### src/rtl/decode_pkg.sv
// Shared definitions for the decode stage: opcode constants, the format
// code enumeration, the decoded entry struct, FSM state constants and a
// small funct7 legality helper.
// The struct carries the immediate and PC at their maximum widths (64 bits).
// Each instance narrows them to XLEN / PC_W at its outputs.
package decode_pkg;

    localparam logic [6:0] OP_OP       = 7'b0110011;
    localparam logic [6:0] OP_OP32     = 7'b0111011;
    localparam logic [6:0] OP_IMM      = 7'b0010011;
    localparam logic [6:0] OP_IMM32    = 7'b0011011;
    localparam logic [6:0] OP_LOAD     = 7'b0000011;
    localparam logic [6:0] OP_JALR     = 7'b1100111;
    localparam logic [6:0] OP_SYSTEM   = 7'b1110011;
    localparam logic [6:0] OP_MISC_MEM = 7'b0001111;
    localparam logic [6:0] OP_STORE    = 7'b0100011;
    localparam logic [6:0] OP_BRANCH   = 7'b1100011;
    localparam logic [6:0] OP_LUI      = 7'b0110111;
    localparam logic [6:0] OP_AUIPC    = 7'b0010111;
    localparam logic [6:0] OP_JAL      = 7'b1101111;

    localparam logic [6:0] F7_BASE   = 7'b0000000;
    localparam logic [6:0] F7_ALT    = 7'b0100000;
    localparam logic [6:0] F7_MULDIV = 7'b0000001;

    // Occupancy states of the skid-buffered pipe.
    localparam logic [1:0] ST_EMPTY = 2'd0;
    localparam logic [1:0] ST_ONE   = 2'd1;
    localparam logic [1:0] ST_TWO   = 2'd2;

    typedef enum logic [2:0] {
        FMT_R    = 3'd0,
        FMT_I    = 3'd1,
        FMT_S    = 3'd2,
        FMT_B    = 3'd3,
        FMT_U    = 3'd4,
        FMT_J    = 3'd5,
        FMT_NONE = 3'd7
    } fmt_t;

    typedef struct packed {
        logic [6:0]  opcode;
        logic [4:0]  rd;
        logic [4:0]  rs1;
        logic [4:0]  rs2;
        logic [2:0]  funct3;
        logic [6:0]  funct7;
        logic [63:0] imm;
        fmt_t        fmt;
        logic        illegal;
        logic [63:0] pc;
    } decoded_t;

    localparam decoded_t DECODED_RESET = '{
        opcode:  7'd0,
        rd:      5'd0,
        rs1:     5'd0,
        rs2:     5'd0,
        funct3:  3'd0,
        funct7:  7'd0,
        imm:     64'd0,
        fmt:     FMT_NONE,
        illegal: 1'b0,
        pc:      64'd0
    };

    function automatic logic r_funct7_ok(input logic [6:0] f7);
        return (f7 == F7_BASE) || (f7 == F7_ALT) || (f7 == F7_MULDIV);
    endfunction

endpackage

### src/rtl/decode_stage_instr_field_decode.sv
// instr_field_decode: purely combinational split of one 32-bit instruction.
// Ports:
//   instr : raw instruction word
//   dec   : decoded fields, 64-bit sign-extended immediate, format, illegal.
//           The pc member is left at zero; the caller fills it in.
// XLEN selects whether the OP-32 / OP-IMM-32 opcodes are recognised.
module instr_field_decode
    import decode_pkg::*;
#(
    parameter int XLEN = 32
) (
    input  logic [31:0] instr,
    output decoded_t    dec
);

    logic [6:0] op;
    logic       sgn;

    assign op  = instr[6:0];
    assign sgn = instr[31];

    always_comb begin
        dec        = DECODED_RESET;
        dec.opcode = op;
        dec.rd     = instr[11:7];
        dec.rs1    = instr[19:15];
        dec.rs2    = instr[24:20];
        dec.funct3 = instr[14:12];
        dec.funct7 = instr[31:25];

        case (op)
            OP_OP:                                    dec.fmt = FMT_R;
            OP_OP32:                                  dec.fmt = (XLEN == 64) ? FMT_R : FMT_NONE;
            OP_IMM, OP_LOAD, OP_JALR, OP_SYSTEM,
            OP_MISC_MEM:                              dec.fmt = FMT_I;
            OP_IMM32:                                 dec.fmt = (XLEN == 64) ? FMT_I : FMT_NONE;
            OP_STORE:                                 dec.fmt = FMT_S;
            OP_BRANCH:                                dec.fmt = FMT_B;
            OP_LUI, OP_AUIPC:                         dec.fmt = FMT_U;
            OP_JAL:                                   dec.fmt = FMT_J;
            default:                                  dec.fmt = FMT_NONE;
        endcase

        // Sign bit is always instr[31]; every immediate is built at 64 bits
        // so narrowing to XLEN later keeps the sign extension intact.
        case (dec.fmt)
            FMT_I:   dec.imm = {{52{sgn}}, instr[31:20]};
            FMT_S:   dec.imm = {{52{sgn}}, instr[31:25], instr[11:7]};
            FMT_B:   dec.imm = {{51{sgn}}, instr[31], instr[7], instr[30:25], instr[11:8], 1'b0};
            FMT_U:   dec.imm = {{32{sgn}}, instr[31:12], 12'd0};
            FMT_J:   dec.imm = {{43{sgn}}, instr[31], instr[19:12], instr[20], instr[30:21], 1'b0};
            default: dec.imm = 64'd0;
        endcase

        dec.illegal = (op[1:0] != 2'b11)
                   || (dec.fmt == FMT_NONE)
                   || ((dec.fmt == FMT_R) && !r_funct7_ok(instr[31:25]));
    end

endmodule

### src/rtl/decode_stage.sv
// decode_stage: registered RV32I/RV64I decode between fetch and execute.
// Ports:
//   clk, rst_n (async, active-low), flush (sync discard of held entries)
//   in_valid/in_ready/in_instr/in_pc     : upstream instruction stream
//   out_valid/out_ready                  : downstream handshake
//   out_opcode..out_funct7, out_imm, out_fmt, out_illegal, out_pc : entry
//   dbg_state                            : occupancy (EMPTY/ONE/TWO)
// Handshake: a beat transfers on a rising edge where valid && ready are both
// high; a producer holding valid keeps its payload stable until it transfers,
// and out_* stays stable while out_valid && !out_ready.
// SKID=1: two entries (main + skid) with a registered in_ready.
// SKID=0: one entry with in_ready = !out_valid || out_ready.
module decode_stage
    import decode_pkg::*;
#(
    parameter int XLEN = 32,
    parameter int PC_W = 32,
    parameter bit SKID = 1'b1
) (
    input  logic            clk,
    input  logic            rst_n,
    input  logic            flush,
    input  logic            in_valid,
    output logic            in_ready,
    input  logic [31:0]     in_instr,
    input  logic [PC_W-1:0] in_pc,
    output logic            out_valid,
    input  logic            out_ready,
    output logic [6:0]      out_opcode,
    output logic [4:0]      out_rd,
    output logic [4:0]      out_rs1,
    output logic [4:0]      out_rs2,
    output logic [2:0]      out_funct3,
    output logic [6:0]      out_funct7,
    output logic [XLEN-1:0] out_imm,
    output logic [2:0]      out_fmt,
    output logic            out_illegal,
    output logic [PC_W-1:0] out_pc,
    output logic [1:0]      dbg_state
);

    decoded_t dec;
    decoded_t d_in;
    decoded_t main_q;
    logic     accept;
    logic     present;

    instr_field_decode #(.XLEN(XLEN)) u_field_decode (
        .instr (in_instr),
        .dec   (dec)
    );

    always_comb begin
        d_in    = dec;
        d_in.pc = 64'(in_pc);
    end

    assign accept  = in_valid && in_ready;
    assign present = out_valid && out_ready;

    generate
        if (SKID) begin : g_skid
            logic [1:0] state_q;
            logic       rdy_q;
            decoded_t   skid_q;

            // rdy_q always equals (state_q != ST_TWO); kept as its own flop so
            // fetch sees in_ready straight from a register.
            always_ff @(posedge clk or negedge rst_n) begin
                if (!rst_n) begin
                    state_q <= ST_EMPTY;
                    rdy_q   <= 1'b1;
                    main_q  <= DECODED_RESET;
                    skid_q  <= DECODED_RESET;
                end else if (flush) begin
                    state_q <= ST_EMPTY;
                    rdy_q   <= 1'b1;
                end else begin
                    case (state_q)
                        ST_EMPTY: begin
                            if (accept) begin
                                main_q  <= d_in;
                                state_q <= ST_ONE;
                            end
                        end
                        ST_ONE: begin
                            if (accept && !present) begin
                                skid_q  <= d_in;
                                state_q <= ST_TWO;
                                rdy_q   <= 1'b0;
                            end else if (accept && present) begin
                                main_q  <= d_in;
                            end else if (present) begin
                                state_q <= ST_EMPTY;
                            end
                        end
                        ST_TWO: begin
                            // No accept possible here: in_ready is low.
                            if (present) begin
                                main_q  <= skid_q;
                                state_q <= ST_ONE;
                                rdy_q   <= 1'b1;
                            end
                        end
                        default: begin
                            state_q <= ST_EMPTY;
                            rdy_q   <= 1'b1;
                        end
                    endcase
                end
            end

            assign in_ready  = rdy_q;
            assign out_valid = (state_q != ST_EMPTY);
            assign dbg_state = state_q;
        end else begin : g_pipe
            logic valid_q;

            always_ff @(posedge clk or negedge rst_n) begin
                if (!rst_n) begin
                    valid_q <= 1'b0;
                    main_q  <= DECODED_RESET;
                end else if (flush) begin
                    valid_q <= 1'b0;
                end else if (accept) begin
                    valid_q <= 1'b1;
                    main_q  <= d_in;
                end else if (present) begin
                    valid_q <= 1'b0;
                end
            end

            assign in_ready  = !valid_q || out_ready;
            assign out_valid = valid_q;
            assign dbg_state = valid_q ? ST_ONE : ST_EMPTY;
        end
    endgenerate

    assign out_opcode  = main_q.opcode;
    assign out_rd      = main_q.rd;
    assign out_rs1     = main_q.rs1;
    assign out_rs2     = main_q.rs2;
    assign out_funct3  = main_q.funct3;
    assign out_funct7  = main_q.funct7;
    assign out_imm     = XLEN'(main_q.imm);
    assign out_fmt     = main_q.fmt;
    assign out_illegal = main_q.illegal;
    assign out_pc      = PC_W'(main_q.pc);

endmodule

### config.mk
export PLATFORM = sky130hd
export DESIGN_NAME = decode_stage
export DESIGN_NICKNAME = d
export VERILOG_FILES = /design/src/rtl/decode_pkg.sv /design/src/rtl/decode_stage_instr_field_decode.sv /design/src/rtl/decode_stage.sv
export SDC_FILE = /design/constraint.sdc
export NUM_CORES = 1
export LEC_CHECK = 0
export BUFFER_PORTS_ARGS = -buffer_cell sky130_fd_sc_hd__buf_2
export CELL_PAD_IN_SITES_DETAIL_PLACEMENT = 1
export CELL_PAD_IN_SITES_GLOBAL_PLACEMENT = 2
export CORE_UTILIZATION = 30
export CTS_CLUSTER_SIZE = 14
export DETAILED_ROUTE_END_ITERATION = 10
export GPL_TIMING_DRIVEN = 0
export PLACE_DENSITY_LB_ADDON = 0.1
export SYNTH_ARGS = -nofsm -noshare
export SYNTH_HDL_FRONTEND = slang
export SYNTH_SLANG_ARGS = --single-unit
export TNS_END_PERCENT = 10
### constraint.sdc
create_clock -name clk -period 1.5 [get_ports clk]
set_input_delay 0.3 -clock clk [delete_from_list [all_inputs] [get_ports clk]]
set_output_delay 0.3 -clock clk [all_outputs]
set_load 0.01 [all_outputs]
==> results of run 1 <==
[what timing repair did]
| action | 4_1_cts | 5_1_grt |
|---|---|---|
| cloned | 5 | 3 |
| pin swaps | 19 | 17 |
| setup endpoints to repair | 206 | 207 |
| setup buffers | 15 | 11 |
| hold endpoints to repair | 87 | 53 |
| resized for setup | 153 | 75 |
[metrics by stage]
step | cells | util [%] | hold slack (ns) | setup TNS [ns]
2_1_floorplan | 1031 | - | 0.00441 | -13.81
3_3_place_gp | 1583 | 35.7 | 0.452 | -879.84
4_1_cts | 1681 | 42.5 | -0.315 | -44.47
6_report | 1695 | 43.8 | -0.329 | -36.97
5_1_grt | 1695 | 43.8 | -0.301 | -53.12
3_5_place_dp | 1585 | 35.9 | 0.254 | -123.65
[registers in the layout, indices dropped and copies added, names as in the netlist]
name / cells
out_illegal: 1
out_fmt: 3
out_rs2: 5
out_imm: 32
g_skid.skid_q: 100
out_pc: 32
out_funct7: 7
out_rd: 5
out_funct3: 3
dbg_state: 2
out_rs1: 5
out_opcode: 7
in_ready: 1
[logic make-up after synthesis]
group                     Yosys count
muxes                               8
and+or+nand+nor                   545
DFF                               203
buffers and inverters              82
AOI/OAI and AO/OA                 192
xor gates and xnor gates            1
[cell type report]
| cell class | count | area, µm² |
|---|---|---|
| inverters | 9 | 33.8 |
| repair buffers | 237 | 1700 |
| plain buffers | 72 | 853 |
| multi-input cells | 747 | 3760 |
| clock inverters | 3 | 40.0 |
| flip-flops and latches | 203 | 5090 |
| fillers | 3400 | 16400 |
| well taps | 384 | 480 |
| clock buffers | 40 | 774 |
[power groups by stage]
| stage | sequential (mW) | clock, mW | combinational, mW |
|---|---|---|---|
| 2_1_floorplan | 7.91 | 0 | 1.68 |
| 3_3_place_gp | 7.75 | 0 | 3.34 |
| 3_5_place_dp | 7.80 | 0 | 3.42 |
| 4_1_cts | 7.72 | 6.24 | 3.86 |
| 5_1_grt | 7.90 | 6.46 | 4.34 |
| 6_report | 7.72 | 6.09 | 3.90 |
[worst reg2reg max path, delay by kind of cell, from the launching register on]
kind                   cells  cell delay [ns]
buffers and inverters      2             0.29
AND/OR/NAND/NOR            2             0.28
AO/OA/AOI/OAI              3             0.62
flip-flops                 1             0.55
[cells in the final DEF, fill, tap and decap left out, types with 10 or more instances in the layout]
| cell type | Yosys | final |
|---|---|---|
| nand2_1 | 358 | 355 |
| dfrtp_1 | 196 | 195 |
| buf_2 | 28 | 169 |
| nor2_1 | 126 | 113 |
| a31oi_1 | 68 | 68 |
| a21oi_1 | 41 | 35 |
| dlygate4sd3_1 | 0 | 34 |
| clkbuf_16 | 0 | 32 |
| buf_6 | 0 | 27 |
| o21ai_0 | 33 | 26 |
| nor3_1 | 25 | 23 |
| buf_12 | 0 | 20 |
| buf_4 | 3 | 20 |
| clkbuf_1 | 36 | 13 |
| a211oi_2 | 10 | 13 |
| nor2_2 | 0 | 10 |
[per-layer routing]
layer  wire [µm]  up-vias  part of all wire, %
met5           0        -                    0
met3        1280       45                  3.8
met1       16100     4133                   48
li1            -     3965                    -
met2       15700      169                   46
met4         741        0                  2.2
[how the worst max path moves through the flow]
| stage | from | depth (start not counted) | slack, ns | end |
|---|---|---|---|---|
| final | in_ready$_DFFE_PN1P_ | 7 | -0.30 | out_imm[10]$_DFFE_PN0P_ |
| after global routing | in_ready$_DFFE_PN1P_ | 7 | -0.36 | out_imm[5]$_DFFE_PN0P_ |
| after CTS | in_ready$_DFFE_PN1P_ | 7 | -0.29 | out_imm[10]$_DFFE_PN0P_ |
| after detailed placement | dbg_state[0]$_DFFE_PN0P_ | 7 | -0.87 | g_skid.skid_q[20]$_DFFE_PN0P_ |
| after global placement | rst_n | 1 | -4.21 | dbg_state[1]$_DFFE_PN0P_ |
| after floorplan | in_instr[2] | 7 | -0.16 | out_imm[21]$_DFFE_PN0P_ |
==> impl_metrics.ini, run 1 <==
[status]
outcome = finished with violations
violations = hold timing, setup timing

[sta]
finClkSkew_ns = 0.0207
slew-limit-headroom_pct = 59.2
worst_pin_slew_ns = 0.612
period_share_pct = 120
fmax_ghz = 0.554
rsz0062_at_grt = yes
finalSetupViolCount = 202
slew_violations = 0
hold_violations = 53
fin_hold_ws_ns = -0.329
post-route-min-period_ns = 1.80
finalWorstSetupSlack_ns = -0.304

[route]
dr.pass1.iters = 4
wl_per_cell_um = 19.9
viasPerCell = 4.90
num_vias = 8312
wirelength_um = 33700
final_antenna_net_count = 0
first_iter_violations = 521
drt_drc_violations_left = 0

[synth]
synth_nets = 1100
yosys-top-cells-count = 358 x nand2_1, 196 x dfrtp_1, 126 x nor2_1
ys_types = 50
synthDominantCellAreaShare_pct = 54.7
synth_area_per_cell_um2 = 8.70
synth_ff_type = dfrtp_1
synthArstFlopShare_pct = 100
yosys_warnings = 0
synth_simple_gate_area_share_pct = 24.4
synth.ff_latch_count = 203
synth_area_leaders = dfrtp_1 55%, nand2_1 15%, nor2_1 5.3%
synth-seq-area-share_pct = 56.7
synth_fa_ha_area_share_pct = 0
synth_edf_count = 0
synth_most_common_cell = nand2_1
synthMuxAreaShare_pct = 0.920
synth_area_mm2 = 0.00897
synth_top_family_by_area = simple AND/OR/NAND/NOR gates
yosys.area.top_type = dfrtp_1
synthCells = 1031
synth-compound-area-share_pct = 13.9
synth_xor_area_share_pct = 0.0976

[place]
gp_congestion = 0.797
dp_hpwl_um = 22700
pre_cts_ws_ns = -0.873
dpl-instance-area_mm2 = 0.0104
port_buffers = 168

[worst_setup_path]
ff2ff_setup_slack_ns = -0.30
crit_path_max_fanout = 6
worstRegToRegCells = 7
cp-end-kind = register
r2r_start = in_ready$_DFFE_PN1P_
worstSetupStartpointType = register
crit_path_top_delay_cell = dfstp_2
rr_endpoint = out_imm[10]$_DFFE_PN0P_
arrival_ns = 2.26
required_ns = 1.95
path_buf_inv = 2
crit_chain = nand3b_1, a21oi_2, o21ba_4, buf_6, buf_12, nand3_4, o22ai_1
crit_type = register to register
cpPeakStageDelay_ns = 0.55
cpLargestDelayFamily = compound AO/OA/AOI/OAI gates

[pwr]
comb_power_share_pct = 22.0
clkPwrFrac_pct = 34.4
switchingPower_mw = 5.35
p_sw_share_pct = 30.2
p_leak_nw = 5.97
p_int_mw = 12.4
ir_drop_mv = 0.718
p_total_mw = 17.7
p_per_area_mw_per_mm2 = 1390
pwr-share-seq_pct = 43.6

[cts]
cts_buffers = 26
cts_root_buffer = clkbuf_16
cts_tree = yes
h-tree-depth = 1
ctsHoldBuffers = 34
clock_path_buffers = 3
cts_sinks = 203
clk_pin_slew_ns = 0.06
clock_latency_ns = 0.54

[die]
rows = 62
die_h_um = 175
num_io_pins = 173
die_x_um = 175
coreArea_mm2 = 0.0291
die_area_mm2 = 0.0306
start_util_pct = 30.8

[cells_and_area]
insertedDiodeCount = 0
syn_to_final_growth_pct = 41.9
drive_gt1_share_pct = 28.8
layout.nets = 1365
final_area_mm2 = 0.0127

[global_routing]
grt_busiest_layer = met2
met3_usage_pct = 3.26
grtUsageMet2_pct = 34.9
grt_max_degree = 84
grt_use_total_pct = 22.0
first_global_vias = 8585
grt-ovfl-total = 0
grt_first_pass_wirelength_um = 51700
met1_usage_pct = 31.7
antenna_found_initial = 0

[hold_path]
hold_path_class = input pin to asynchronous set/reset pin

[job]
cap_violations = 0
Note: power is estimated with default switching activity, not from simulation.
==> run 2, diff against run 1 <==
Settings changed: ABC_CLOCK_PERIOD_IN_PS set to 1500, SYNTH_HIERARCHICAL set to 1.
==> impl_metrics.ini, run 2 <==
[cells_and_area]
utilization_pct = 39.9
syn_to_final_growth_pct = 29.6
final_common_cell = dfrtp_1
layout_common_cells = 195 x dfrtp_1, 168 x buf_2, 104 x nand2_1, 103 x mux2i_1, 100 x o21ai_1
insertedDiodeCount = 0
max_flop_register = g_skid.skid_q
drive_gt1_share_pct = 34.8
largest_register_ffs = 100
layout.nets = 1084
final_area_mm2 = 0.0123

[pwr]
p_leak_nw = 5.88
ir_drop_mv = 0.651
p_total_mw = 16.0
p_per_area_mw_per_mm2 = 1310

[global_routing]
grt_use_total_pct = 17.0
antenna_found_initial = 1
grt-ovfl-total = 0
first_global_vias = 7336
grt_first_pass_wirelength_um = 43000
grt_max_degree = 110

[worst_setup_path]
required_ns = 1.89
crit_path_max_fanout = 10
cp-end-kind = register
arrival_ns = 2.18
crit_type = register to register
worstSetupStartpointType = register

[cts]
cts_root_buffer = clkbuf_16
cts_buffers = 24
clk_pin_slew_ns = 0.06
clock_path_buffers = 3
clock_latency_ns = 0.52
h-tree-depth = 1
cts_sinks = 203
cts_tree = yes

[place]
dp_hpwl_um = 18300
port_buffers = 171
dpl-instance-area_mm2 = 0.0109
gp_congestion = 0.746

[route]
num_vias = 6768
final_antenna_net_count = 0
dr.pass1.iters = 7
first_iter_violations = 192
viasPerCell = 4.74
wl_per_cell_um = 19.0
wirelength_um = 27100
drt_drc_violations_left = 15

[die]
die_h_um = 180
num_io_pins = 173
die_x_um = 180
coreArea_mm2 = 0.0308
start_util_pct = 30.8
rows = 64
die_area_mm2 = 0.0323

[sta]
finClkSkew_ns = 0.0126
fin_tns_setup_ns = -39.74
worst_pin_slew_ns = 0.583
fmax_ghz = 0.559
hold_violations = 0
fin_hold_ws_ns = 0.0180
post-route-min-period_ns = 1.79
slew-limit-headroom_pct = 61.1
finalWorstSetupSlack_ns = -0.290
period_share_pct = 119
slew_violations = 0
finalSetupViolCount = 203
rsz0062_at_grt = yes

[synth]
synth_nets = 862
yosys_warnings = 6
synth_area_mm2 = 0.00949
synth_area_per_cell_um2 = 12.0
synthCells = 793

[job]
cap_violations = 0

[status]
violations = DRC, setup timing
outcome = finished with violations

[hold_path]
hold_path_class = input pin to register
==> run 2: metal layers <==
metal / up-vias / routed length [µm] / GRT usage, %
li1: 3190 / - / -
met1: 3421 / 13100 / 24.1
met2: 120 / 12700 / 27.7
met3: 35 / 904 / 2.13
met4: 2 / 454 / 3.86
met5: - / 13 / 0
==> run 2: final timing paths <==
check                      depth (start not counted)  slack [ns]                              to                startpoint
min                                                2        0.02   g_skid.skid_q[25]$_DFFE_PN0P_                 in_pc[25]
max in group asynchronous                          3        0.24  g_skid.skid_q[137]$_DFFE_PN0P_                     rst_n
min in group asynchronous                          2        0.34           out_pc[7]$_DFFE_PN0P_                     rst_n
max reg2reg                                        7       -0.29       out_funct7[3]$_DFFE_PN0P_  dbg_state[0]$_DFFE_PN0P_
min reg2reg                                        2        0.47          out_fmt[2]$_DFFE_PN1P_    out_fmt[2]$_DFFE_PN1P_
max                                                7       -0.29       out_funct7[3]$_DFFE_PN0P_  dbg_state[0]$_DFFE_PN0P_
==> run 2: layout make-up <==
cell class	count	area, µm²
fill	3381	18500
sequential	203	5090
multi-input combinational	501	3900
timing repair buffer	196	1200
buffer	87	802
clock buffer	40	752
tap	396	495
clock inverter	4	45.0
inverter	2	7.51
==> run 2: worst max-delay path, stage by stage, from the launching register on <==
cell	delay (ns)
dfrtp_2	0.42
nor2b_4	0.15
o41a_1	0.44
buf_12	0.19
buf_12	0.16
buf_6	0.15
nand2_1	0.07
o21ai_1	0.06
==> run 2: metrics by stage <==
| stage | instances | setup slack [ns] |
|---|---|---|
| 2_1_floorplan | 793 | -0.128 |
| 3_3_place_gp | 1360 | -4.18 |
| 3_5_place_dp | 1361 | -0.560 |
| 4_1_cts | 1429 | -0.269 |
| 5_1_grt | 1429 | -0.377 |
| 6_report | 1429 | -0.290 |
==> run 2: where the power goes <==
part	switching [mW]	internal, mW
Sequential	0.569	6.64
Clock	2.32	3.57
Combinational	1.44	1.51
==> run 2: timing repair <==
| action | 4_1_cts | 5_1_grt |
|---|---|---|
| hold buffers | 13 | 0 |
| setup endpoints to repair | 205 | 315 |
| endpoints found under the hold margin | 105 | 0 |
| setup buffers | 8 | 0 |
| gates cloned | 3 | 0 |
| pin swaps | 1 | 0 |
| gates resized for setup | 91 | 18 |
